--- src/rtl/core_l1_arb_pkg.sv ---
// -----------------------------------------------------------------------------
// core_l1_arb_pkg
// Shared types and default widths for the L1 -> L2 memory arbiter slice.
//   arb_state_t   : request arbiter states (IDLE / GNT_L1D / GNT_L1I)
//   flush_state_t : hierarchy flush sequencer states
//   *_W_DEF       : default address / line / opcode widths
// -----------------------------------------------------------------------------
package core_l1_arb_pkg;

  localparam int unsigned ADDR_W_DEF = 32;
  localparam int unsigned LINE_W_DEF = 128;
  localparam int unsigned OPC_W_DEF  = 4;

  typedef enum logic [1:0] {
    IDLE    = 2'd0,
    GNT_L1D = 2'd1,
    GNT_L1I = 2'd2
  } arb_state_t;

  typedef enum logic [2:0] {
    FLUSH_IDLE       = 3'd0,
    WAIT_FOR_L1D_L1I = 3'd1,
    GOT_L1D          = 3'd2,
    GOT_L1I          = 3'd3,
    FLUSH_L2         = 3'd4
  } flush_state_t;

endpackage

--- src/rtl/core_l1_mem_arbiter_flush_seq.sv ---
// -----------------------------------------------------------------------------
// l1_flush_seq
// Whole-hierarchy flush sequencer. Waits for both L1 flushes to report
// completion (a cache not asked to flush counts as already done), then emits a
// registered one-cycle L2 flush pulse. FLUSH_L2 is terminal until reset.
// Ports:
//   clk, reset              : clock, asynchronous active-low reset
//   flush_req_l1d_i/_l1i_i  : core flush requests
//   l1d/l1i_flush_cmpl_i    : one-cycle completion pulses from the L1s
//   in_flush_mode_o         : registered, high from the first non-idle state on
//   l2_flush_req_o          : registered one-cycle pulse on entry to FLUSH_L2
// -----------------------------------------------------------------------------
module l1_flush_seq
  import core_l1_arb_pkg::*;
(
  input  logic clk,
  input  logic reset,
  input  logic flush_req_l1d_i,
  input  logic flush_req_l1i_i,
  input  logic l1d_flush_cmpl_i,
  input  logic l1i_flush_cmpl_i,
  output logic in_flush_mode_o,
  output logic l2_flush_req_o
);

  flush_state_t state_q, state_d;
  logic         in_flush_q, in_flush_d;
  logic         l2_flush_q, l2_flush_d;

  always_ff @(posedge clk or negedge reset) begin
    if (!reset) begin
      state_q    <= FLUSH_IDLE;
      in_flush_q <= 1'b0;
      l2_flush_q <= 1'b0;
    end else begin
      state_q    <= state_d;
      in_flush_q <= in_flush_d;
      l2_flush_q <= l2_flush_d;
    end
  end

  always_comb begin
    state_d = state_q;
    unique case (state_q)
      FLUSH_IDLE: begin
        if (flush_req_l1d_i && flush_req_l1i_i) state_d = WAIT_FOR_L1D_L1I;
        else if (flush_req_l1i_i)               state_d = GOT_L1D;
        else if (flush_req_l1d_i)               state_d = GOT_L1I;
      end
      WAIT_FOR_L1D_L1I: begin
        if (l1d_flush_cmpl_i && l1i_flush_cmpl_i) state_d = FLUSH_L2;
        else if (l1d_flush_cmpl_i)                state_d = GOT_L1D;
        else if (l1i_flush_cmpl_i)                state_d = GOT_L1I;
      end
      GOT_L1D:  if (l1i_flush_cmpl_i) state_d = FLUSH_L2;
      GOT_L1I:  if (l1d_flush_cmpl_i) state_d = FLUSH_L2;
      FLUSH_L2: state_d = FLUSH_L2;
      default:  state_d = FLUSH_IDLE;
    endcase

    // Flush mode latches on entering any active state and never drops.
    in_flush_d = in_flush_q | (state_d != FLUSH_IDLE);
    // Pulse only on the transition into FLUSH_L2, not while sitting there.
    l2_flush_d = (state_d == FLUSH_L2) && (state_q != FLUSH_L2);
  end

  assign in_flush_mode_o = in_flush_q;
  assign l2_flush_req_o  = l2_flush_q;

endmodule

--- src/rtl/core_l1_mem_arbiter.sv ---
// -----------------------------------------------------------------------------
// core_l1_mem_arbiter
// Arbitrates L1D and L1I line-miss requests onto the single L2 request port,
// routes the L2 response back to the granted cache, and sequences a whole
// hierarchy flush through l1_flush_seq.
// Ports:
//   clk, reset                  : clock, asynchronous active-low reset
//   l1d_req_* / l1i_req_*       : request strobes, address, opcode (+L1D data)
//   l1d_rsp_valid/l1i_rsp_valid : L2 response belongs to that cache (comb.)
//   l2_req_valid/ack/addr/...   : L2 request port (valid is registered)
//   l2_rsp_valid/load_data      : L2 response; data passed straight to L1s
//   flush_req_*, *_flush_complete, in_flush_mode, l2_flush_req : flush control
// Optional: define L1_ARB_TRACE_EN for simulation messages on each completed
// transfer (no effect on cycle behaviour).
// -----------------------------------------------------------------------------
module core_l1_mem_arbiter
  import core_l1_arb_pkg::*;
#(
  parameter int unsigned ADDR_W = ADDR_W_DEF,
  parameter int unsigned LINE_W = LINE_W_DEF,
  parameter int unsigned OPC_W  = OPC_W_DEF
) (
  input  logic              clk,
  input  logic              reset,
  input  logic              l1d_req_valid,
  input  logic [ADDR_W-1:0] l1d_req_addr,
  input  logic [OPC_W-1:0]  l1d_req_opcode,
  input  logic [LINE_W-1:0] l1d_req_store_data,
  output logic              l1d_rsp_valid,
  input  logic              l1i_req_valid,
  input  logic [ADDR_W-1:0] l1i_req_addr,
  input  logic [OPC_W-1:0]  l1i_req_opcode,
  output logic              l1i_rsp_valid,
  output logic              l2_req_valid,
  input  logic              l2_req_ack,
  output logic [ADDR_W-1:0] l2_req_addr,
  output logic [OPC_W-1:0]  l2_req_opcode,
  output logic [LINE_W-1:0] l2_req_store_data,
  input  logic              l2_rsp_valid,
  input  logic [LINE_W-1:0] l2_rsp_load_data,
  output logic [LINE_W-1:0] l1_rsp_load_data,
  input  logic              flush_req_l1d,
  input  logic              flush_req_l1i,
  input  logic              l1d_flush_complete,
  input  logic              l1i_flush_complete,
  output logic              in_flush_mode,
  output logic              l2_flush_req
);

  arb_state_t state_q, state_d;
  logic       last_gnt_q, last_gnt_d;   // 1 = L1I was served last
  logic       pend_d_q, pend_d_d;
  logic       pend_i_q, pend_i_d;
  logic       req_q, req_d;
  logic       nd, ni;

  always_ff @(posedge clk or negedge reset) begin
    if (!reset) begin
      state_q    <= IDLE;
      last_gnt_q <= 1'b0;
      pend_d_q   <= 1'b0;
      pend_i_q   <= 1'b0;
      req_q      <= 1'b0;
    end else begin
      state_q    <= state_d;
      last_gnt_q <= last_gnt_d;
      pend_d_q   <= pend_d_d;
      pend_i_q   <= pend_i_d;
      req_q      <= req_d;
    end
  end

  always_comb begin
    nd = pend_d_q | l1d_req_valid;
    ni = pend_i_q | l1i_req_valid;

    state_d       = state_q;
    last_gnt_d    = last_gnt_q;
    pend_d_d      = nd;
    pend_i_d      = ni;
    req_d         = req_q;
    l1d_rsp_valid = 1'b0;
    l1i_rsp_valid = 1'b0;

    unique case (state_q)
      IDLE: begin
        // Ties go to whichever side was not served last.
        if (nd && ni) begin
          state_d = last_gnt_q ? GNT_L1D : GNT_L1I;
          req_d   = 1'b1;
        end else if (nd) begin
          state_d = GNT_L1D;
          req_d   = 1'b1;
        end else if (ni) begin
          state_d = GNT_L1I;
          req_d   = 1'b1;
        end
      end
      GNT_L1D: begin
        last_gnt_d = 1'b0;
        pend_d_d   = 1'b0;   // strobes from the owner during a grant are dropped
        if (l2_req_ack) req_d = 1'b0;
        if (l2_rsp_valid) begin
          req_d         = 1'b0;
          state_d       = IDLE;
          l1d_rsp_valid = 1'b1;
        end
      end
      GNT_L1I: begin
        last_gnt_d = 1'b1;
        pend_i_d   = 1'b0;
        if (l2_req_ack) req_d = 1'b0;
        if (l2_rsp_valid) begin
          req_d         = 1'b0;
          state_d       = IDLE;
          l1i_rsp_valid = 1'b1;
        end
      end
      default: state_d = IDLE;
    endcase
  end

  assign l2_req_valid      = req_q;
  assign l2_req_addr       = (state_q == GNT_L1I) ? l1i_req_addr   : l1d_req_addr;
  assign l2_req_opcode     = (state_q == GNT_L1I) ? l1i_req_opcode : l1d_req_opcode;
  assign l2_req_store_data = l1d_req_store_data;
  assign l1_rsp_load_data  = l2_rsp_load_data;

  l1_flush_seq u_flush_seq (
    .clk              (clk),
    .reset            (reset),
    .flush_req_l1d_i  (flush_req_l1d),
    .flush_req_l1i_i  (flush_req_l1i),
    .l1d_flush_cmpl_i (l1d_flush_complete),
    .l1i_flush_cmpl_i (l1i_flush_complete),
    .in_flush_mode_o  (in_flush_mode),
    .l2_flush_req_o   (l2_flush_req)
  );

`ifdef L1_ARB_TRACE_EN
  always @(posedge clk) begin
    if (reset && l1d_rsp_valid)
      $display("[%0t] l1_arb: L1D transfer complete", $time);
    if (reset && l1i_rsp_valid)
      $display("[%0t] l1_arb: L1I transfer complete addr=%h", $time, l2_req_addr);
  end
`else
`endif

endmodule

--- config.mk ---
export PLATFORM = sky130hd
export DESIGN_NAME = core_l1_mem_arbiter
export DESIGN_NICKNAME = d
export VERILOG_FILES = /design/src/rtl/core_l1_arb_pkg.sv /design/src/rtl/core_l1_mem_arbiter_flush_seq.sv /design/src/rtl/core_l1_mem_arbiter.sv
export SDC_FILE = /design/constraint.sdc
export NUM_CORES = 1
export LEC_CHECK = 0
export BUFFER_PORTS_ARGS = -buffer_cell sky130_fd_sc_hd__buf_2
export CORE_AREA = 2 2 246 248
export CTS_CLUSTER_SIZE = 12
export DETAILED_ROUTE_END_ITERATION = 12
export DIE_AREA = 0 0 248 250
export GPL_ROUTABILITY_DRIVEN = 0
export PLACE_DENSITY_LB_ADDON = 0.2
export SYNTH_ARGS = -nofsm -noshare
export SYNTH_HDL_FRONTEND = slang
export SYNTH_HIERARCHICAL = 1
export SYNTH_SLANG_ARGS = --single-unit
export TNS_END_PERCENT = 5
--- constraint.sdc ---
create_clock -name clk -period 2 [get_ports clk]
set_input_delay 0.2 -clock clk [delete_from_list [all_inputs] [get_ports clk]]
set_output_delay 0.2 -clock clk [all_outputs]
set_load 0.005 [all_outputs]
* Word level (Yosys, flattened, before mapping)
Index checks and enable logic that the tools add are counted.
** Storage, ports and cells
- Input bits :: 338
- Output and inout port bits :: 297
- Logic and storage cells :: 63
- Register bits after elaboration :: 11
** Operators by class
- Bitwise logic cells :: 3
- Multiplexer cells :: 29
- Eq/ne operators :: 11
- Reduce and logical (&&, ||, !) cells :: 12
** Operators with widths (number)
- two-way mux 32 bit :: 1
- two-way mux 3 bit :: 8
- case mux 3 bit (5 select lines) :: 1
- two-way mux 1 bit :: 10
- two-way mux 2 bit :: 5
- == test 3 x 2 -> 1 bit, second input constant :: 2
- == test 3 bit, second input constant :: 2
- logical AND 1 bit :: 4
- two-way mux 4 bit :: 1
- inequality test 4 bit, second input constant :: 1
- case mux 1 bit (2 select lines) :: 2
- case mux 2 bit (2 select lines) :: 1
- nonzero test 2 bit :: 2
- == test 3 x 1 -> 1 bit, second input constant :: 1
- zero test 3 bit :: 1
- inequality test 3 x 1 -> 1 bit, second input constant :: 1
- inequality test 3 bit, second input constant :: 1
- OR 1 bit :: 3
- AND reduction 3 bit :: 1
- nonzero test 3 bit :: 1
- == test 2 x 1 -> 1 bit, second input constant :: 1
- == test 2 bit, second input constant :: 1
- zero test 2 bit :: 1
- inequality test 2 x 1 -> 1 bit, second input constant :: 1
- other kinds (2) :: 2

* Depth between registers and ports, before layout
- Depth in word-level cells :: 6
- Depth in mapped cells :: 5
- Mapped depth without buffers :: 5

* Hierarchy
Netlist, hierarchy kept.
** Modules (own cells, without submodules)
- core_l1_mem_arbiter :: cells each 328, area an instance 2717.6 sq um, seq. area each 150.1 sq um, instances 1
- l1_flush_seq :: cells each 25, area an instance 265.3 sq um, seq. area each 125.1 sq um, instances 1

* Worst setup path after synthesis
OpenSTA, ideal clock, no wires.
- Path kind :: register to output
- Start point :: reg state_q[0] (netlist name)
- End point :: out l2_req_addr[21]
- Required time :: 1.800 ns
- Path buffers :: 2
- Arrival time :: 1.260 ns
- Setup slack :: 0.540 ns
- Stages on the path, launching flop included :: 6
- Cells stage by stage :: dfrtp_1 inv_1 ha_1 buf_6 buf_6 mux2_4
** RTL lines
- end, declared :: RTL line core_l1_mem_arbiter.sv:36 : output logic [ADDR_W-1:0] l2_req_addr,

==> summary.txt <==
STA
  • RSZ-0062 raised after global routing: no
  • Total negative slack: 0 ns
  • Final count of hold timing violations: 0
  • Endpoints failing setup: 0
  • Final min period: 1.917 ns
  • Max Clk Rate: 0.5216 GHz
  • Max Clock Skew: 0.002870 ns
  • Max Transition Viols Final: 0
  • Slew at the pin closest to its max-slew limit: 0.4298 ns
  • Final worst-path cycle share: 95.85%
  • Worst relative slew slack: 71.24%

Routing
  • Iter 0 DRT Violations: 28
  • Detailed-route vias per instance: 1.691
  • Count of vias placed by the detailed router: 1699
  • Overall routed net length: 9.762 mm
  • Wire length per cell after detailed routing: 9.713 um
  • Count of antenna-violating nets left after detailed routing: 0
  • First-pass detailed-route iteration total: 4
  • Residual DRC: 0

CTS
  • H-tree depth: 1
  • Number of buffers on the longest clock path: 2
  • CTS clk-pin slew, worst paths: 0.04 ns
  • Clock tree from TritonCTS: done
  • Master cell of the clock root buffer: sky130_fd_sc_hd__clkbuf_16
  • CTS buffer count: 3
  • Later-pin clock latency in the skew report: 0.23 ns
  • Number of clock sinks: 11

Cells and area
  • ANT cells: 0
  • Fraction of final layout cells sized beyond drive strength 1: 75.34%
  • Layout Area Growth over Synthesis: -7.257%
  • Number of nets in the layout: 566
  • Total of fill cells in the finished design: 7036
  • Most frequent standard cell in the layout excluding fill and tap cells: sky130_fd_sc_hd__buf_2
  • Multi-input gate area: 742.0 sq um
  • Share of the core filled with cells in the final layout: 4.644%
  • Sequential cell area: 275.3 sq um
  • Commonest cells after routing, fill and taps aside: sky130_fd_sc_hd__buf_2, sky130_fd_sc_hd__mux2_2, sky130_fd_sc_hd__dfrtp_1, sky130_fd_sc_hd__nor2_1, sky130_fd_sc_hd__mux2_4

Floorplan
  • Area of the core region: 59570 sq um
  • Effective utilization at floorplan: 5.007%
  • Die X-Extent: 248 um
  • Standard-cell rows: 90
  • Die outline area: 62000 sq um
  • Top Ports: 635
  • Die extent in y: 250 um

Power
  • Seq pwr share: 18.8%
  • Overall power: 2137 uW
  • Power density of the placed cells: 772.3 nW/um^2
  • Proportion of total power due to net switching: 37.01%
  • Comb power frac: 64.6%
  • Int Power: 1346 uW
  • Net switching power of the design: 790.8 uW
  • Relative contribution of the clock network to total power: 16.6%
  • Max IR drop VDD: 0.0003233 V
  • Static leakage power: 0.0009760 uW

Synth
  • Gate count after technology mapping: 353
  • Sequential-to-total area share from yosys stat: 9.228%
  • Count of flip-flops with a built-in enable after synthesis: 0
  • Count of cell types in the netlist: 26
  • Async set-reset flop share out of synthesis: 100.0%
  • Seq cells post-synth: 11
  • Net count after synthesis: 695
  • Netlist Area Pre-Place: 2983 sq um
  • Synthesized area per cell: 8.450 sq um
  • Most used flip-flop cell after synthesis: sky130_fd_sc_hd__dfrtp_1
  • Number of warnings printed during yosys synthesis: 6

Worst setup path
  • Launch point of the worst path: state_q[0]
  • Maximum fanout count along the critical path: 17
  • Type of the worst setup path: register to output pin
  • Sort of element at the end of the critical path: output pin
  • Reg2Reg Launch Point: state_q[1]
  • Worst reg-to-reg path cell count: 5
  • Data required, critical path: 1.80 ns
  • Data arrival, critical path: 1.72 ns
  • Launching element type of the critical path: register

GRT
  • Total overflow reported by the global router: 0
  • Global-route wire length before repair: 11.92 mm
  • Maximum number of pins on one net before global-route repair: 40
  • Via count of the first global-routing pass: 1800
  • Gr usage total: 2.638%
  • Number of antenna violations at the first check in global routing: 0

Placed design
  • Number of buffer cells added on primary ports: 122
  • Post-detail-place hpwl: 7.816 mm

Flow run
  • Max-cap violations: 0

Worst hold path
  • Hold-critical path depth: 3
  • Hold/Removal Path Class: input port to register
  • Start point of the worst min-delay path: l1i_req_valid

Outcome
  • Result of the run: complete, no violations
[synth_stat cells, types with 4 or more instances]
master	instances	share of area, %
sky130_fd_sc_hd__nor2_1	10	1.3
sky130_fd_sc_hd__mux2_2	30	11
sky130_fd_sc_hd__a21oi_1	4	0.67
sky130_fd_sc_hd__dfrtp_1	11	9.2
sky130_fd_sc_hd__buf_4	258	65
sky130_fd_sc_hd__ha_1	4	1.7
sky130_fd_sc_hd__inv_1	5	0.63
sky130_fd_sc_hd__mux2_4	7	3.5
[power by group through the flow]
stage | Sequential [uW] | Clock, uW | Combinational (uW)
global placement | 406 | 0 | 1300
floorplan | 382 | 0 | 1260
CTS | 400 | 367 | 1280
finish | 402 | 354 | 1380
detailed placement | 404 | 0 | 1270
global route | 415 | 389 | 1520
[final timing paths]
kind,to,slack [ns]
min reg2reg,u_flush_seq/in_flush_mode_o,0.46
min,pend_i_q,0.27
max in group asynchronous,u_flush_seq/state_q[1],1.40
max reg2reg,state_q[1],0.45
max,l2_req_addr[27],0.08
min in group asynchronous,last_gnt_q,0.38
[what timing repair did]
item,in CTS,in global routing
gates resized for setup,0,1
setup buffers,0,1
hold buffers,1,0
endpoints found under the setup margin,0,17
endpoints found under the hold margin,11,0
[final cells by class]
class,instances,share of cell area (%)
tap,782,35.37
multi-input combinational,77,26.82
inverter,5,0.6784
sequential,11,9.950
clock buffer,4,2.849
timing repair buffer,126,24.33
[sequential cells by signal (all words and copies together) (netlist names)]
name                         count
u_flush_seq/in_flush_mode_o      1
last_gnt_q                       1
u_flush_seq/state_q              3
pend_i_q                         1
state_q                          2
pend_d_q                         1
u_flush_seq/l2_flush_req_o       1
l2_req_valid                     1
[critical path: stages (launching register included)]
cell and delay [ns]:
sky130_fd_sc_hd__dfrtp_1 0.39, sky130_fd_sc_hd__inv_1 0.15, sky130_fd_sc_hd__ha_4 0.22, sky130_fd_sc_hd__clkbuf_16 0.22, sky130_fd_sc_hd__mux2_2 0.35, sky130_fd_sc_hd__buf_2 0.13
[per-layer routing]
| layer | GRT usage [%] | vias to the layer above | routed length [um] |
|---|---|---|---|
| li1 | - | 606 | - |
| met1 | 1.765 | 651 | 2389 |
| met2 | 3.366 | 326 | 3868 |
| met3 | 2.527 | 112 | 2130 |
| met4 | 3.713 | 4 | 1253 |
| met5 | 1.908 | - | 120 |
[cell families after synthesis]
logic type	count (synthesis)	share of synthesized area, %
buffers and inverters	265	66.32
DFF	11	9.228
adders and majority gates	4	1.678
AOI/OAI and AO/OA	12	3.482
muxes	38	15.18
xor gates and xnor gates	1	0.2937
and+or+nand+nor	22	3.817
[through the flow]
step                      cell area, sq um  hold slack (ns)  std cells  worst slack, ns
after global routing                  2766           0.2778       1005         0.001286
after global placement                2635           0.1105        998           0.3250
after floorplan                       2983         -0.09559        353           0.5403
final                                 2766           0.2724       1005          0.08291
after detailed placement              2635          0.09784        998           0.3071
after CTS                             2724           0.2705       1003          0.05272
(Power assumes the default switching activity.)
